[src/rtl/uart_program_loader.sv]
// Packs UART RX bytes into little-endian 32-bit words and writes them to instruction RAM
// through a valid/ready port while holding the CPU in reset for the duration of the load.
module uart_program_loader #(
    parameter int ADDR_W    = 12,
    parameter int MEM_DEPTH = 4096,
    parameter int BASE_ADDR = 0
) (
    input  logic              clk,
    input  logic              resetn,
    input  logic              programmer_mode,
    input  logic              rx_valid_i,
    input  logic [7:0]        rx_data_i,
    output logic              mem_valid_o,
    input  logic              mem_ready_i,
    output logic [ADDR_W-1:0] mem_addr_o,
    output logic [31:0]       mem_wdata_o,
    output logic [3:0]        mem_wstrb_o,
    output logic              cpu_resetn_o,
    output logic [ADDR_W:0]   word_count_o,
    output logic              done_o,
    output logic              overflow_o
);

    typedef enum logic [2:0] {
        ST_IDLE,
        ST_COLLECT,
        ST_WRITE,
        ST_FLUSH,
        ST_DONE
    } state_t;

    localparam logic [ADDR_W:0]   DEPTH    = (ADDR_W+1)'(MEM_DEPTH);
    localparam logic [ADDR_W:0]   CNT_ONE  = (ADDR_W+1)'(1);
    localparam logic [ADDR_W-1:0] BASE     = ADDR_W'(BASE_ADDR);
    localparam logic [ADDR_W-1:0] ADDR_ONE = ADDR_W'(1);

    state_t              r_state;
    state_t              w_state_next;
    logic                r_mode_d;
    logic                r_cpu_resetn;
    logic [1:0]          r_byte_idx;
    logic [31:0]         r_data;
    logic [3:0]          r_strb;
    logic [ADDR_W-1:0]   r_addr;
    logic [ADDR_W:0]     r_word_count;
    logic                r_overflow;
    logic                r_skid_valid;
    logic [7:0]          r_skid_data;

    logic                w_rise;
    logic                w_start;
    logic                w_full;
    logic                w_byte_avail;
    logic [7:0]          w_byte;
    logic                w_take;
    logic                w_word_done;
    logic                w_skid_hold;
    logic [1:0]          w_idx_after;
    logic                w_handshake;

    assign w_rise       = programmer_mode & ~r_mode_d;
    assign w_start      = w_rise & ((r_state == ST_IDLE) | (r_state == ST_DONE));
    assign w_full       = (r_word_count == DEPTH);
    // The skid byte is older than any byte on the bus, so it always goes first.
    assign w_byte_avail = r_skid_valid | rx_valid_i;
    assign w_byte       = r_skid_valid ? r_skid_data : rx_data_i;
    assign w_take       = (r_state == ST_COLLECT) & w_byte_avail & ~w_full;
    assign w_word_done  = w_take & (r_byte_idx == 2'd3);
    assign w_skid_hold  = w_take & r_skid_valid & rx_valid_i;
    assign w_idx_after  = w_take ? r_byte_idx + 2'd1 : r_byte_idx;
    assign w_handshake  = mem_valid_o & mem_ready_i;

    assign mem_valid_o  = (r_state == ST_WRITE) | (r_state == ST_FLUSH);
    assign mem_addr_o   = r_addr;
    assign mem_wdata_o  = r_data;
    assign mem_wstrb_o  = r_strb;
    assign cpu_resetn_o = r_cpu_resetn;
    assign word_count_o = r_word_count;
    assign done_o       = (r_state == ST_DONE);
    assign overflow_o   = r_overflow;

    // NOTE: sequential state is updated with <= so every register samples pre-edge values.
    always_ff @(posedge clk or negedge resetn) begin
        if (!resetn) begin
            r_state <= ST_IDLE;
        end else begin
            r_state <= w_state_next;
        end
    end

    // NOTE: every always_comb output gets a default first so no path can infer a latch.
    always_comb begin
        w_state_next = r_state;
        unique case (r_state)
            ST_IDLE: begin
                if (w_start) w_state_next = ST_COLLECT;
            end
            ST_COLLECT: begin
                if (w_word_done) begin
                    w_state_next = ST_WRITE;
                end else if (!programmer_mode && !w_skid_hold) begin
                    w_state_next = (w_idx_after != 2'd0) ? ST_FLUSH : ST_DONE;
                end
            end
            ST_WRITE: begin
                // A held byte must pass through COLLECT so it lands in lane 0 before the flush.
                if (mem_ready_i) begin
                    w_state_next = (programmer_mode || r_skid_valid || rx_valid_i)
                                   ? ST_COLLECT : ST_DONE;
                end
            end
            ST_FLUSH: begin
                if (mem_ready_i) w_state_next = ST_DONE;
            end
            ST_DONE: begin
                w_state_next = w_start ? ST_COLLECT : ST_IDLE;
            end
            default: w_state_next = ST_IDLE;
        endcase
    end

    // r_mode_d resets high so a mode level held across reset is not mistaken for a new rise.
    always_ff @(posedge clk or negedge resetn) begin
        if (!resetn) begin
            r_mode_d     <= 1'b1;
            r_cpu_resetn <= 1'b0;
            r_byte_idx   <= 2'd0;
            r_data       <= 32'd0;
            r_strb       <= 4'd0;
            r_addr       <= BASE;
            r_word_count <= '0;
            r_overflow   <= 1'b0;
            r_skid_valid <= 1'b0;
            r_skid_data  <= 8'd0;
        end else begin
            r_mode_d     <= programmer_mode;
            r_cpu_resetn <= (w_state_next == ST_IDLE);

            if (w_start) begin
                r_byte_idx   <= 2'd0;
                r_data       <= 32'd0;
                r_strb       <= 4'd0;
                r_addr       <= BASE;
                r_word_count <= '0;
                r_overflow   <= 1'b0;
                r_skid_valid <= 1'b0;
            end else begin
                unique case (r_state)
                    ST_COLLECT: begin
                        if (w_full) begin
                            if (w_byte_avail) r_overflow <= 1'b1;
                            r_skid_valid <= 1'b0;
                        end else if (w_take) begin
                            r_data[{r_byte_idx, 3'b000} +: 8] <= w_byte;
                            r_strb[r_byte_idx]                <= 1'b1;
                            r_byte_idx                        <= r_byte_idx + 2'd1;
                            if (r_skid_valid) begin
                                r_skid_valid <= rx_valid_i;
                                r_skid_data  <= rx_data_i;
                            end
                        end
                    end
                    ST_WRITE, ST_FLUSH: begin
                        if (r_state == ST_WRITE && rx_valid_i) begin
                            if (r_skid_valid) begin
                                r_overflow <= 1'b1;
                            end else begin
                                r_skid_valid <= 1'b1;
                                r_skid_data  <= rx_data_i;
                            end
                        end
                        if (w_handshake) begin
                            r_addr     <= r_addr + ADDR_ONE;
                            r_data     <= 32'd0;
                            r_strb     <= 4'd0;
                            r_byte_idx <= 2'd0;
                            if (!w_full) r_word_count <= r_word_count + CNT_ONE;
                        end
                    end
                    default: ;
                endcase
            end
        end
    end

endmodule

[config.mk]
export PLATFORM = sky130hd
export DESIGN_NAME = uart_program_loader
export DESIGN_NICKNAME = d
export VERILOG_FILES = /design/src/rtl/uart_program_loader.sv
export SDC_FILE = /design/constraint.sdc
export NUM_CORES = 1
export LEC_CHECK = 0
export CAP_MARGIN = 20
export CORE_MARGIN = 5
export CORE_UTILIZATION = 30
export CTS_BUF_LIST = sky130_fd_sc_hd__clkbuf_4
export DETAILED_ROUTE_END_ITERATION = 6
export MAX_ROUTING_LAYER = met4
export PLACE_DENSITY = 0.52
export RECOVER_POWER = 25
export SLEW_MARGIN = 15
export SYNTH_ARGS = -nofsm -noshare
export SYNTH_HDL_FRONTEND = slang
export SYNTH_SLANG_ARGS = --single-unit
[constraint.sdc]
create_clock -name clk -period 1.73 [get_ports clk]
set_input_delay 0.519 -clock clk [delete_from_list [all_inputs] [get_ports clk]]
set_output_delay 0.519 -clock clk [all_outputs]
set_load 0.01 [all_outputs]
-- After elaboration in Yosys (flattened, before gate mapping)
Index checks and enable logic that the tools add are counted.
- magnitude comparators: 2
- $add $sub $neg: 4
- divide/modulo/power cells: 0
- shifts and indexed selects: 2
- equality and inequality tests: 19
- muxes and demuxes: 52
- bitwise gates (word level): 15
- multiply operators: 0
- reduce and logical (&&, ||, !) cells: 22
- operators with widths (kind ; number):
    2-to-1 mux 32 bit ; 4
    one-hot mux 32 bit (2 select lines) ; 1
    2-to-1 mux 13 bit ; 4
    2-to-1 mux 8 bit ; 5
    2-to-1 mux 12 bit ; 3
    bitwise mux 32 bit ; 1
    variable shift 8 x 7 -> 32 bit, first input constant ; 1
    variable part select 8 x 7 -> 32 bit ; 1
    2-to-1 mux 3 bit ; 7
    inequality test 3 bit, second input constant ; 7
    2-to-1 mux 4 bit ; 4
    one-hot mux 8 bit (2 select lines) ; 1
    one-hot mux 3 bit (5 select lines) ; 1
    adder 13 x 1 -> 13 bit, second input constant ; 1
    == test 13 bit, second input constant ; 1
    adder 12 x 1 -> 12 bit, second input constant ; 1
    2-to-1 mux 1 bit ; 12
    inequality test 2 bit, second input constant ; 5
    AND reduction 3 bit ; 3
    bitwise AND 1 bit ; 8
    2-to-1 mux 2 bit ; 4
    one-hot mux 4 bit (2 select lines) ; 1
    nonzero test 2 bit ; 4
    negator 5 -> 7 bit ; 1
    other kinds (24) ; 35
- logic and storage cells: 127
- register bits after elaboration: 78
- bits in latches: 0
- ROM bits: 0
- output and inout port bits: 65
- RAM bits: 0
- memories kept: 0

-- Longest topological paths before layout
- depth after elaboration: 11
- mapped depth: 8
- depth with buffers taken out: 7

-- Worst setup path before layout
OpenSTA, ideal clock, no wires.
- kind: input -> register
- start: in programmer_mode
- end: reg r_word_count[10] (netlist: word_count_o[10])
- arrival time: 1.857 ns
- setup slack: -0.256 ns
- stages: 7
- data required time: 1.601 ns
- setup time: 0.129 ns
- path buffers: 2
- cell sequence: buf_2 -> or4b_4 -> buf_6 -> a211oi_4 -> nand3_1 -> xor2_1 -> nor2_2
- cells in the longest elaborated chain, start to end: 4
- elaborated cells on any way between the ends: 7
- classes of those cells: eq/ne: 1; mux: 1; bitwise: 2; reduce/logical: 3
- ends and longest elaborated chain (element ; RTL line ; RTL):
    from (decl) ; 10 ; input logic programmer_mode,
    bitwise AND 1 bit * ; 61 ; assign w_rise = programmer_mode & ~r_mode_d;
    bitwise AND 1 bit * ; 62 ; assign w_start = w_rise & ((r_state == ST_IDLE) | (r_state == ST_DONE));
    inequality test 2 bit (no line) or nonzero test 2 bit (tied branches) ; - ;
    AND reduction 3 bit (no line) ; - ;
    to (signal assigned) ; 177 ; if (!w_full) r_word_count <= r_word_count + CNT_ONE;
    to (decl) ; 45 ; logic [ADDR_W:0] r_word_count;
Mark *: on every way between the ends. The rest lies on a longest branch, timed or not.
A chain may end at the register's enable or synchronous reset.

-- Worst setup path after layout
- start: reg r_state[0]
- end: reg r_state[0]
- cells in the longest elaborated chain, start to end: 10
- elaborated cells on any way between the ends: 24
- classes of those cells: eq/ne: 4; mux: 9; bitwise: 7; reduce/logical: 4
- ends and longest elaborated chain (element ; RTL line ; RTL):
    from (decl) ; 37 ; state_t r_state;
    from (signal assigned) ; 87 ; r_state <= w_state_next;
    == test 3 x 1 -> 1 bit ; 67, 94 ;
    bitwise AND 1 bit (2 in a row) ; 67 ; assign w_take = (r_state == ST_COLLECT) & w_byte_avail & ~w_full;
    bitwise AND 1 bit (2 in a row) ; 69 ; assign w_skid_hold = w_take & r_skid_valid & rx_valid_i;
    zero test 1 bit ; 101 ; end else if (!programmer_mode && !w_skid_hold) begin
    logical AND 1 bit ; 101 ;
    2-to-1 mux 3 bit ; 101 ;
    2-to-1 mux 3 bit ; 99 ; if (w_word_done) begin
    one-hot mux 3 bit (5 select lines) * ; 94 ; unique case (r_state)
    named net w_state_next[0] ; 38 ; state_t w_state_next;
The timed path passes the listed nets; every way through them passes the cells marked *.

==> impl_metrics.ini <==
[worst_setup_path]
cp_max_fo = 8
cpMostUsedCell = buf_12
crit_slowest_cell = or4b_4
cp.arrival_ns = 2.35
crit_path_max_incr_delay_ns = 0.63
cp-start-kind = flip-flop
end_kind = flip-flop
crit_type = reg2reg
crit_chain = buf_6 -> or4b_4 -> buf_8 -> buf_12 -> buf_12 -> o211ai_1 -> o31a_1
worstPathRequired_ns = 2.13

[yosys]
ys_seq_elements = 78
seq_area_frac_synth_pct = 48.5
netlist_top_cells_area = dfrtp_1 (48%), mux2i_1 (9.0%), nand2_1 (5.7%)
syn_area_um2 = 4030
synthFlopType = dfrtp_1
synth_common_cells = dfrtp_1 (77), nand2_1 (61), nor2_1 (51), mux2i_1 (36), xor2_1 (13)
yosysWarnings = 0
yosysTopAreaCellShare_pct = 47.9
synthArstFlopShare_pct = 100
synth_fp_nets = 414
yosysMostFrequentCell = dfrtp_1
ys_types = 50
synth_edf_count = 0
synth.avg_cell_area_um2 = 10.2
syn_inst = 394
yosysTopAreaCell = dfrtp_1

[route]
drt_first_iter_violations = 186
wl_per_cell_um = 16.1
postRouteWirelength_um = 12400
antenna_left = 0
num_vias = 3634
avgViaCountPerCell = 4.71
route.detailed.drc = 0
drt_first_pass_iters = 4

[clock_tree]
cts_max_level = 3
cts_tree = built
clkSinkCount = 78
clk_path_buf_depth = 2
clkTransAtPathRegs_ns = 0.12
cts_root_buf = clkbuf_4
cts_buffers = 9
clk-insertion-delay-late_ns = 0.46

[grt]
overflow = 0
grt_pass1_vias = 3890
antenna_found_initial = 0
grt_max_degree = 35
grt_pass1_wl_um = 20000
grt_usage_pct = 16.4

[finish]
filler_cell_count = 1253
fin_nets = 612
post-route-util_pct = 50.2
drive_gt1_share_pct = 43.8
final_cells = 772
final_area_um2 = 6620
antenna_cells = 0
area_growth_pct = 64.5

[sta]
setup_viol = 68
fmax_ghz = 0.511
relSlewSlack_pct = 58.2
rsz0062_at_grt = yes
maxSlewViolCount = 0
layout_setup_ws_ns = -0.229
min_period_ns = 1.96
finalClockSkew_ns = 0.0203
worstMarginPinSlew_ns = 0.627
hold_viol = 0
whs_ns = 0.524
tns_ns = -9.80
timing.final.crit_share_pct = 113

[floorplan]
ioPinCount = 78
die-area_um2 = 15800
rows = 42
die_h_um = 126
core_um2 = 13200
initial_core_util_pct = 30.5
die_w_um = 126

[placed_design]
dp.cells = 697
gp_congestion = 0.814
post-place-ws_ns = -0.637
hpwl_um = 8390
dpl_cell_area_um2 = 5530
io_buffers = 77

[power_and_ir_drop]
finalPower_mw = 7.35
power_density_nw_per_um2 = 1110
leakage_nw = 3.02
max-vdd-ir-drop_mv = 0.535

[min_path]
hold_path.class = reg2reg

[flow_run]
maxCapViolations = 0

[outcome]
status = finished, violations left
failed_checks = negative setup slack
critical path, delay by kind of cell (launching register included):
kind,cells,cell delay (ns)
simple gates,1,0.63
flops,1,0.45
compound gates,2,0.24
buf+inv,4,0.58
power breakdown:
part / switching, mW / internal [mW] / leakage [nW]
logic: 1.89 / 2.09 / 1.91
clock network: 0.666 / 0.315 / 0.0587
registers: 0.227 / 2.15 / 1.05
total: 2.79 / 4.56 / 3.02
flip-flops by register name, summed over array words and instances (netlist names):
register      flops
mem_wstrb_o       4
mem_addr_o       12
overflow_o        1
r_skid_valid      1
r_byte_idx        2
r_mode_d          1
word_count_o     13
r_state           3
r_skid_data       8
cpu_resetn_o      1
mem_wdata_o      32
cell type report:
class | count | area (um^2) | share of cell area, %
Clock buffer | 11 | 82.6 | 1.25
Clock inverter | 4 | 25.0 | 0.378
Inverter | 5 | 21.3 | 0.321
Multi-Input combinational cell | 291 | 2350 | 35.5
Sequential cell | 78 | 1960 | 29.6
Tap cell | 176 | 220 | 3.33
Timing Repair Buffer | 207 | 1970 | 29.7
worst paths after layout:
path	from	end	slack (ns)	cells past startpoint
max reg2reg	r_state[0]$_DFF_PN0_	r_state[0]$_DFF_PN0_	-0.23	7
min reg2reg	r_skid_data[3]$_DFFE_PN0P_	r_skid_data[3]$_DFFE_PN0P_	0.52	1
max	r_state[0]$_DFF_PN0_	r_state[0]$_DFF_PN0_	-0.23	7
min in group asynchronous	resetn	word_count_o[12]$_DFFE_PN0P_	0.61	2
min	r_skid_data[3]$_DFFE_PN0P_	r_skid_data[3]$_DFFE_PN0P_	0.52	1
max in group asynchronous	resetn	r_mode_d$_DFF_PN1_	0.24	3
routing by layer:
layer	share of wire (%)	track usage [%]	up-vias	wire, um
met5	0	-	-	0
met4	2.2	6.18	0	270
met3	4.6	4.06	25	565
met2	48	26.0	84	5960
met1	45	20.4	1768	5600
li1	-	-	1757	-
repair_timing:
action / 4_1_cts / 5_1_grt
gates resized for setup: 205 / 97
hold buffers: 1 / 0
setup endpoints to repair: 132 / 118
buffers inserted: 39 / 25
pin swaps: 34 / 35
cloned: 3 / 0
endpoints found under the hold margin: 21 / 0
kinds of logic (layout without fill, tap and decap cells):
logic type / count (synthesis) / count (layout) / share of synthesized area, %
and+or+nand+nor: 176 / 176 / 21.9
DFF: 78 / 78 / 48.5
muxes: 44 / 44 / 11.2
AOI/OAI and AO/OA: 43 / 43 / 8.67
buffers and inverters: 25 / 227 / 2.92
xor gates and xnor gates: 21 / 21 / 4.57
adders and majority gates: 7 / 7 / 2.18
cells in the final DEF (no fill, tap or decap), types with 7 or more instances in the layout:
| cell type | count |
|---|---|
| buf_6 | 31 |
| mux2i_1 | 34 |
| clkdlybuf4s50_1 | 11 |
| nand2_1 | 42 |
| clkdlybuf4s15_1 | 40 |
| nor2_1 | 44 |
| a22oi_2 | 8 |
| buf_12 | 10 |
| mux2_4 | 8 |
| clkbuf_4 | 12 |
| nand3_1 | 7 |
| buf_4 | 91 |
| nand2_2 | 16 |
| nand4_1 | 8 |
| xor2_1 | 13 |
| dfrtp_1 | 73 |
| dlygate4sd2_1 | 8 |
| buf_2 | 7 |
No activity file was read; power rests on OpenSTA's default activity.
